File: src/rtl/serial_comp_ctrl.sv
// Bit-serial magnitude compare sequencer: walks two latched operands MSB first
// through one shared external 1-bit comparator slice and stops at the first difference.
module serial_comp_ctrl #(
  parameter int WIDTH = 8,
  parameter int SW    = $clog2(WIDTH + 1)
) (
  input  logic             clk,
  input  logic             rst,
  input  logic             start,
  input  logic [WIDTH-1:0] a,
  input  logic [WIDTH-1:0] b,
  output logic             cmp_a,
  output logic             cmp_b,
  input  logic             cmp_lt,
  input  logic             cmp_gt,
  input  logic             cmp_eq,
  output logic             busy,
  output logic             done,
  output logic             lt,
  output logic             gt,
  output logic             eq,
  output logic [SW-1:0]    steps
);

  localparam int IW = $clog2(WIDTH);
  localparam logic [IW-1:0] IDX_MSB = IW'(WIDTH - 1);
  localparam logic [SW-1:0] WIDTH_S = SW'(WIDTH);

  typedef enum logic [1:0] {
    IDLE = 2'd0,
    RUN  = 2'd1,
    DONE = 2'd2
  } state_t;

  state_t           state;
  logic [IW-1:0]    idx;
  logic [WIDTH-1:0] a_q;
  logic [WIDTH-1:0] b_q;
  logic             eq_flag;
  logic             accept;

  // A slice reporting no flag at all is read as equal.
  assign eq_flag = cmp_eq | ~(cmp_gt | cmp_lt);
  assign accept  = start && (state == IDLE || state == DONE);

  assign cmp_a = (state == RUN) ? a_q[idx] : 1'b0;
  assign cmp_b = (state == RUN) ? b_q[idx] : 1'b0;

  always_ff @(posedge clk) begin
    if (rst) begin
      state <= IDLE;
      idx   <= IDX_MSB;
      a_q   <= '0;
      b_q   <= '0;
      busy  <= 1'b0;
      done  <= 1'b0;
      lt    <= 1'b0;
      gt    <= 1'b0;
      eq    <= 1'b0;
      steps <= '0;
    end else if (accept) begin
      state <= RUN;
      idx   <= IDX_MSB;
      a_q   <= a;
      b_q   <= b;
      busy  <= 1'b1;
      done  <= 1'b0;
      lt    <= 1'b0;
      gt    <= 1'b0;
      eq    <= 1'b0;
      steps <= '0;
    end else begin
      case (state)
        RUN: begin
          // Priority gt > lt > eq; the first differing bit decides.
          if (cmp_gt) begin
            gt    <= 1'b1;
            steps <= WIDTH_S - SW'(idx);
            state <= DONE;
            busy  <= 1'b0;
            done  <= 1'b1;
          end else if (cmp_lt) begin
            lt    <= 1'b1;
            steps <= WIDTH_S - SW'(idx);
            state <= DONE;
            busy  <= 1'b0;
            done  <= 1'b1;
          end else if (eq_flag && idx == '0) begin
            eq    <= 1'b1;
            steps <= WIDTH_S;
            state <= DONE;
            busy  <= 1'b0;
            done  <= 1'b1;
          end else if (eq_flag) begin
            idx <= idx - 1'b1;
          end
        end
        DONE: begin
          state <= IDLE;
          done  <= 1'b0;
        end
        default: begin
          state <= IDLE;
          busy  <= 1'b0;
          done  <= 1'b0;
        end
      endcase
    end
  end

endmodule
File: config.mk
export PLATFORM = sky130hd
export DESIGN_NAME = serial_comp_ctrl
export DESIGN_NICKNAME = d
export VERILOG_FILES = /design/src/rtl/serial_comp_ctrl.sv
export SDC_FILE = /design/constraint.sdc
export NUM_CORES = 1
export LEC_CHECK = 0
export BUFFER_PORTS_ARGS = -buffer_cell sky130_fd_sc_hd__buf_2
export CELL_PAD_IN_SITES_DETAIL_PLACEMENT = 0
export CELL_PAD_IN_SITES_GLOBAL_PLACEMENT = 2
export CORE_MARGIN = 2
export CORE_UTILIZATION = 25
export CTS_BUF_LIST = sky130_fd_sc_hd__clkbuf_8
export DETAILED_ROUTE_END_ITERATION = 6
export PLACE_DENSITY = 0.68
export SYNTH_ARGS = -nofsm -noshare
export SYNTH_HDL_FRONTEND = slang
export SYNTH_SLANG_ARGS = --single-unit
File: constraint.sdc
create_clock -name clk -period 2.25 [get_ports clk]
set_input_delay 0.225 -clock clk [delete_from_list [all_inputs] [get_ports clk]]
set_output_delay 0.225 -clock clk [all_outputs]
set_load 0.1 [all_outputs]
* Word-level counts from Yosys, hierarchy flattened
Index checks and enable logic that the tools add are counted.
Word-level totals: register bits 30, input port bits 22, output and inout bits 11, logic and storage cells 61
Operators by class: add/subtract/negate cells 2, $lt $le $gt $ge 1, eq/ne operators 4, mux-type cells 22, bitwise operators 7, reductions and logical operators 14
Operators with widths (number):
- 1-bit 2-to-1 mux | 13
- 4-bit 2-to-1 mux | 3
- 1-bit binary-select mux with 3-bit select | 2
- 2-bit 2-to-1 mux | 3
- 2-bit AND reduction | 3
- 5-bit by 4-bit inequality test with 1-bit output, second input constant | 1
- 1-bit NOT | 5
- 5-bit AND reduction | 1
- 3-bit by 4-bit less-than comparator with 1-bit output, second input constant | 1
- 4-bit AND reduction | 1
- 4-bit by 3-bit subtractor with 4-bit output, first input constant | 1
- 3-bit logical NOT | 1
- 3-bit AND reduction | 1
- 3-bit nonzero test | 1
- 3-bit OR reduction | 1
- 3-bit by 1-bit subtractor with 3-bit output, second input constant | 1
- 2-bit by 1-bit == test with 1-bit output, second input constant | 1
- 2-bit == test, second input constant | 1
- 1-bit logical AND | 2
- 2-bit logical NOT | 1
- 2-bit inequality test, second input constant | 1
- 1-bit OR | 2
- 1-bit one-hot mux with 2 select lines | 1
- 2-bit OR reduction | 1
- 1-bit logical OR | 1

* Logic depth before layout (Yosys ltp)
Gate-level depths: netlist of run 1.
word-level depth 9, gate-level depth with buffers 7

* Worst setup path before layout of run 1
Ideal clock, no wire load.
path type reg-to-output, from register, netlist name done, to output port cmp_a, arrival 2522 ps, path slack -497 ps, cell stages (with the launch flop) 3, buffers on the path 0, cell sequence dfxtp_1 nand2b_1 a21oi_1
RTL lines:
- end: declaration | line 12 | output logic cmp_a,

* Worst setup path in the final report of run 1
from register idx[0], to output port cmp_a
On the way: word-level cells in the longest chain between the ends 3
RTL lines:
- start: declaration | line 36 | logic [IW-1:0] idx;
- start signal: assignment | line 95 | idx <= idx - 1'b1;
- 1-bit binary-select mux with 3-bit select | line 46 | assign cmp_a = (state == RUN) ? a_q[idx] : 1'b0;
- 1-bit 2-to-1 mux (not written as such) | line 46
- 1-bit 2-to-1 mux | line 46
Every way passes these cells. The select of a mux whose other input is x is not followed.

==> results.sh, run 1 <==
export IMPL_die_area_sq_um=5480
export IMPL_yosysMostFrequentCell="nand2_1"
export IMPL_regToRegEndpoint="steps[3]$_SDFFE_PP0P_"
export IMPL_root_buffer="clkbuf_8"
export IMPL_max_freq_mhz=475
export IMPL_die_w_um=74.0
export IMPL_holdWs_ns=0.178
export IMPL_area_growth_pct=24.2
export IMPL_min_period_ns=2.11
export IMPL_antenna_left=0
export IMPL_maxCapViolations=0
export IMPL_synth_distinct_cells=24
export IMPL_num_rows=25
export IMPL_grt_pass1_vias=1018
export IMPL_drive_gt1_share_pct=25.7
export IMPL_end_kind="primary output"
export IMPL_critPathMaxFanout=9
export IMPL_drv_slew=0
export IMPL_postCtsSetupBuffers=0
export IMPL_grt_pass1_wl_um=4600
export IMPL_crit_buf_inv=1
export IMPL_synth_top_cells_by_area="dfxtp_1 (47%), nand2_1 (11%), a21oi_1 (9.8%)"
export IMPL_hold_viol_final=0
export IMPL_dp_cells=234
export IMPL_final_cells=242
export IMPL_crit_path_start_kind="register"
export IMPL_synth_top_area_cell="dfxtp_1"
export IMPL_drc_errors=0
export IMPL_critPathTopFamily="flip-flops"
export IMPL_worstSkewPairLatency_ns=0.28
export IMPL_min_from="a[1]"
export IMPL_p_total_mw=1.10
export IMPL_port_buffers=31
export IMPL_setup_viol=0
export IMPL_wl_per_cell_um=12.0
export IMPL_worst_endpoint_arrival_ns=1.88
export IMPL_regToRegSetupSlack_ns=0.26
export IMPL_whs_path_depth=3
export IMPL_reg2reg_depth=6
export IMPL_antenna_found_initial=0
export IMPL_die_h_um=74.0
export IMPL_ys_flop_type="dfxtp_1"
export IMPL_holdCritPathClass="input port to register"
export IMPL_dr_first_iter_drc_count=27
export IMPL_crit_chain="mux4_2, nand2_1, a21oi_1, buf_2"
export IMPL_netlist_area_sq_um=1220
export IMPL_numCtsBuffers=5
export IMPL_synth_seq_cells=29
export IMPL_slowest_stage="dfxtp_1"
export IMPL_cts_sinks=29
export IMPL_synth_common_cells="nand2_1 (36), dfxtp_1 (29), a21oi_1 (24), o21ai_0 (6)"
export IMPL_slowest_delay_ns=0.58
export IMPL_synth_edf_count=0
export IMPL_syn_nets=167
export IMPL_vias_per_cell=4.41
export IMPL_routed_wl_um=2900
export IMPL_num_antenna_cells=0
export IMPL_syn_avg_cell_area_sq_um=8.63
export IMPL_p_leak_nw=0.669
export IMPL_yosys_warnings=0
export IMPL_r2r_start="idx[0]$_SDFFE_PP1P_"
export IMPL_globalplace_congestion=0.778
export IMPL_status="complete, no violations"
export IMPL_powerDensity_nw_per_um2=721
export IMPL_drt_pass1_iterations=4
export IMPL_core_sq_um=4720
export IMPL_dp_hpwl_um=2060
export IMPL_htreeDepth=2
export IMPL_cts_tree="built"
export IMPL_worstHoldEndpoint="a_q[1]$_SDFFE_PP0P_"
export IMPL_ios=33
export IMPL_grt_setup_unrepaired="false"
export IMPL_hold_buffers=0
export IMPL_netlist_instances=142
export IMPL_cts_resized=0
export IMPL_async_flop_share_pct=0
export IMPL_grt_max_degree=22
export IMPL_worst_endpoint_required_ns=2.03
export IMPL_overflow=0
export IMPL_peakVddDrop_mv=0.233
export IMPL_fin_nets=199
export IMPL_yosys_area_top_type_share_pct=47.4
export IMPL_grt_use_total_pct=11.3
export IMPL_path_clk_slew_ns=0.06
export IMPL_fin_crit_sh_pct=93.6
export IMPL_post_route_util_pct=32.2
export IMPL_worstMarginPinSlew_ns=0.594
export IMPL_yosysSeqAreaShare_pct=47.4
export IMPL_worst_path_stages=4
export IMPL_start_util_pct=25.9
export IMPL_fin_skew_ns=0.00663
export IMPL_vias=1067
export IMPL_worstSetupPathType="register to primary output"
export IMPL_maxSlewHeadroom_pct=60.4
export IMPL_clock_path_buffers=2
## metal layers
| layer | GRT usage (%) | vias to the layer above | part of all wire [%] |
|---|---|---|---|
| met3 | 4.47 | 5 | 4.9 |
| li1 | - | 557 | - |
| met4 | 4.24 | 0 | 1.6 |
| met5 | 0 | - | 0 |
| met2 | 18.8 | 19 | 47 |
| met1 | 13.2 | 486 | 47 |
## worst register-to-register path, stage by stage (launching register included)
cell and delay (ns):
dfxtp_1 0.58, inv_1 0.09, ha_1 0.23, ha_1 0.28, nor3_1 0.42, nor2_1 0.08
o211a_1 0.21
## registers in the layout (all words and copies together), names as in the netlist
signal	flops
a_q	8
b_q	8
steps	4
idx	3
busy	1
done	1
eq	1
gt	1
lt	1
state	1
## cell type report
type	count	area (sq um)
clock inverter	3	13.8
tap	67	83.8
fill	513	3200
multi-input combinational	102	597
inverter	4	15.0
clock buffer	5	68.8
sequential	29	581
timing repair buffer	32	163
## stage by stage
stage	worst slack (ns)	area (sq um)	setup TNS, ns
global route	0.0426	1520	0
detailed placement	0.238	1440	0
CTS	0.0902	1520	0
finish	0.143	1520	0
global placement	0.271	1440	0
floorplan	-0.497	1220	-0.994
## cell families after synthesis
kind of cell             Yosys count  synth area share (%)
adder cells (fa/ha/maj)            3                  3.06
buffers and inverters             11                  3.88
flip-flops                        29                  47.4
AND/OR/NAND/NOR                   59                  22.3
multiplexers                       4                  7.35
AO/OA/AOI/OAI                     36                  16.0
## worst max path at each step
stage	slack, ns	endpoint	from
finish	0.14	cmp_a	idx[0]$_SDFFE_PP1P_
global route	0.04	cmp_a	idx[0]$_SDFFE_PP1P_
CTS	0.09	cmp_a	idx[0]$_SDFFE_PP1P_
detailed placement	0.24	steps[3]$_SDFFE_PP0P_	idx[0]$_SDFFE_PP1P_
global placement	0.27	steps[3]$_SDFFE_PP0P_	idx[0]$_SDFFE_PP1P_
floorplan	-0.50	cmp_a	done$_SDFFE_PP0P_
## power by group
part / switching (mW) / total [mW] / internal [mW]
clock network: 0.195 / 0.404 / 0.209
registers: 0.0145 / 0.551 / 0.537
logic: 0.0940 / 0.142 / 0.0475
## placed cells by master, fill, tap and decap left out
cell and count:
clkinv_2 2, nor4b_1 1, or4b_4 1, dfxtp_1 29
o21ai_0 6, o211ai_1 2, a21oi_1 24, nand3_1 4
nand2_1 36, nor3_1 2, nor2_1 5, o311ai_0 1
nor2b_1 1, inv_1 5, mux4_2 4, buf_2 31
o211a_1 1, nand3b_1 2, and2b_1 1, or3_1 1
or2_2 1, nand2b_1 4, clkbuf_8 5, buf_4 1
ha_1 3, a31oi_1 2
(Power assumes the default switching activity.)
==> inputs of run 2 (changes only) <==
RECOVER_POWER = 25   (was unset)
==> results.sh, run 2 (synthesis results as in run 1) <==
export IMPL_grt_use_total_pct=11.3
export IMPL_status="complete, no violations"
export IMPL_regArea_sq_um=581
export IMPL_area_growth_pct=23.1
export IMPL_start_util_pct=25.9
export IMPL_drive_gt1_share_pct=20.6
export IMPL_clock_path_buffers=2
export IMPL_antenna_found_initial=0
export IMPL_dp_hpwl_um=2060
export IMPL_hold_viol_final=0
export IMPL_drc_errors=0
export IMPL_drv_slew=0
export IMPL_routed_wl_um=2910
export IMPL_port_buffers=31
export IMPL_powerDensity_nw_per_um2=726
export IMPL_setup_viol=0
export IMPL_cts_tree="built"
export IMPL_worstMarginPinSlew_ns=1.17
export IMPL_regToRegEndpoint="steps[3]$_SDFFE_PP0P_"
export IMPL_antenna_left=0
export IMPL_holdCritPathClass="input port to register"
export IMPL_max_freq_mhz=475
export IMPL_min_from="a[1]"
export IMPL_wl_per_cell_um=12.0
export IMPL_top_regs="a_q (8), b_q (8), steps (4)"
export IMPL_postCtsSetupBuffers=0
export IMPL_vias=1070
export IMPL_hold_buffers=0
export IMPL_worst_endpoint_arrival_ns=1.88
export IMPL_nFillCells=517
export IMPL_cts_sinks=29
export IMPL_crit_path_start_kind="register"
export IMPL_worst_endpoint_required_ns=2.03
export IMPL_grt_pass1_vias=1018
export IMPL_fin_crit_sh_pct=93.6
export IMPL_die_area_sq_um=5480
export IMPL_slowest_delay_ns=0.58
export IMPL_grt_max_degree=22
export IMPL_htreeDepth=2
export IMPL_p_leak_nw=0.632
export IMPL_drt_pass1_iterations=3
export IMPL_grt_pass1_wl_um=4600
export IMPL_die_w_um=74.0
export IMPL_dr_first_iter_drc_count=40
export IMPL_min_period_ns=2.11
export IMPL_regToRegSetupSlack_ns=0.26
export IMPL_whs_path_depth=3
export IMPL_worstSetupPathType="register to primary output"
export IMPL_fin_skew_ns=0.00666
export IMPL_ios=33
export IMPL_globalplace_congestion=0.778
export IMPL_crit_buf_inv=1
export IMPL_overflow=0
export IMPL_setup_worst_path_start="idx[0]$_SDFFE_PP1P_"
export IMPL_worstSkewPairLatency_ns=0.28
export IMPL_critPathMaxFanout=9
export IMPL_grt_setup_unrepaired="false"
export IMPL_vias_per_cell=4.42
export IMPL_fin_nets=199
export IMPL_path_clk_slew_ns=0.06
export IMPL_crit_chain="mux4_2, nand2_1, a21oi_1, buf_2"
export IMPL_multi_input_area_sq_um=597
export IMPL_end_kind="primary output"
export IMPL_peakVddDrop_mv=0.232
export IMPL_reg2reg_depth=6
export IMPL_die_h_um=74.0
export IMPL_num_rows=25
export IMPL_worstHoldEndpoint="a_q[1]$_SDFFE_PP0P_"
export IMPL_maxSlewHeadroom_pct=22.4
export IMPL_final_common_cell="nand2_1"
export IMPL_critPathTopFamily="flip-flops"
export IMPL_maxCapViolations=0
export IMPL_holdWs_ns=0.178
export IMPL_slowest_stage="dfxtp_1"
export IMPL_numCtsBuffers=5
export IMPL_cts_resized=0
export IMPL_finalWorstSetupSlack_ns=0.144
export IMPL_pre_cts_ws_ns=0.238
export IMPL_core_sq_um=4720
export IMPL_final_cell_mix="nand2_1 (36), dfxtp_1 (29), a21oi_1 (24), buf_2 (23), clkbuf_1 (9)"
export IMPL_r2r_start="idx[0]$_SDFFE_PP1P_"
export IMPL_root_buffer="clkbuf_8"
export IMPL_tns_ns=0
export IMPL_num_antenna_cells=0
[run 2: worst max-delay path by stage]
stage / end / cells past startpoint
2_1_floorplan: cmp_a / 2
3_3_place_gp: steps[3]$_SDFFE_PP0P_ / 6
3_5_place_dp: steps[3]$_SDFFE_PP0P_ / 6
4_1_cts: cmp_a / 4
5_1_grt: cmp_a / 4
6_report: cmp_a / 4
[run 2: where the power goes]
group | switching [mW] | total (mW) | internal (mW) | leakage [nW]
Clock | 0.195 | 0.404 | 0.209 | 0.0491
Sequential | 0.0146 | 0.552 | 0.537 | 0.237
Combinational | 0.0939 | 0.139 | 0.0454 | 0.345
Total | 0.304 | 1.10 | 0.791 | 0.632
[run 2: layout make-up]
cell class                      instances  share of cell area, %
Clock buffer                            5                   4.56
Inverter                                4                  0.996
Sequential cell                        29                   38.5
Clock inverter                          3                  0.913
Timing Repair Buffer                   32                   9.88
Multi-Input combinational cell        102                   39.6
Tap cell                               67                   5.56
[run 2: per-stage QoR]
| stage | cells | cell area, sq um | total power, mW | utilization [%] |
|---|---|---|---|---|
| 6_report | 242 | 1510 | 1.10 | 31.9 |
| 5_1_grt | 242 | 1510 | 1.15 | 31.9 |
| 4_1_cts | 242 | 1520 | 1.11 | 32.2 |
| 3_5_place_dp | 234 | 1440 | 0.707 | 30.5 |
| 3_3_place_gp | 234 | 1440 | 0.705 | 30.5 |
| 2_1_floorplan | 142 | 1220 | 0.664 | - |
[run 2: worst reg2reg max path, stage by stage, from the launching register on]
cell	delay, ns
dfxtp_1	0.58
inv_1	0.09
ha_1	0.23
ha_1	0.27
nor3_1	0.42
nor2_1	0.08
o211a_1	0.21
[run 2: metal layers]
metal | global-route usage (%) | routed length (um)
met3 | 4.47 | 155
met5 | 0 | 0
met4 | 4.24 | 46
met2 | 18.8 | 1350
met1 | 13.2 | 1350
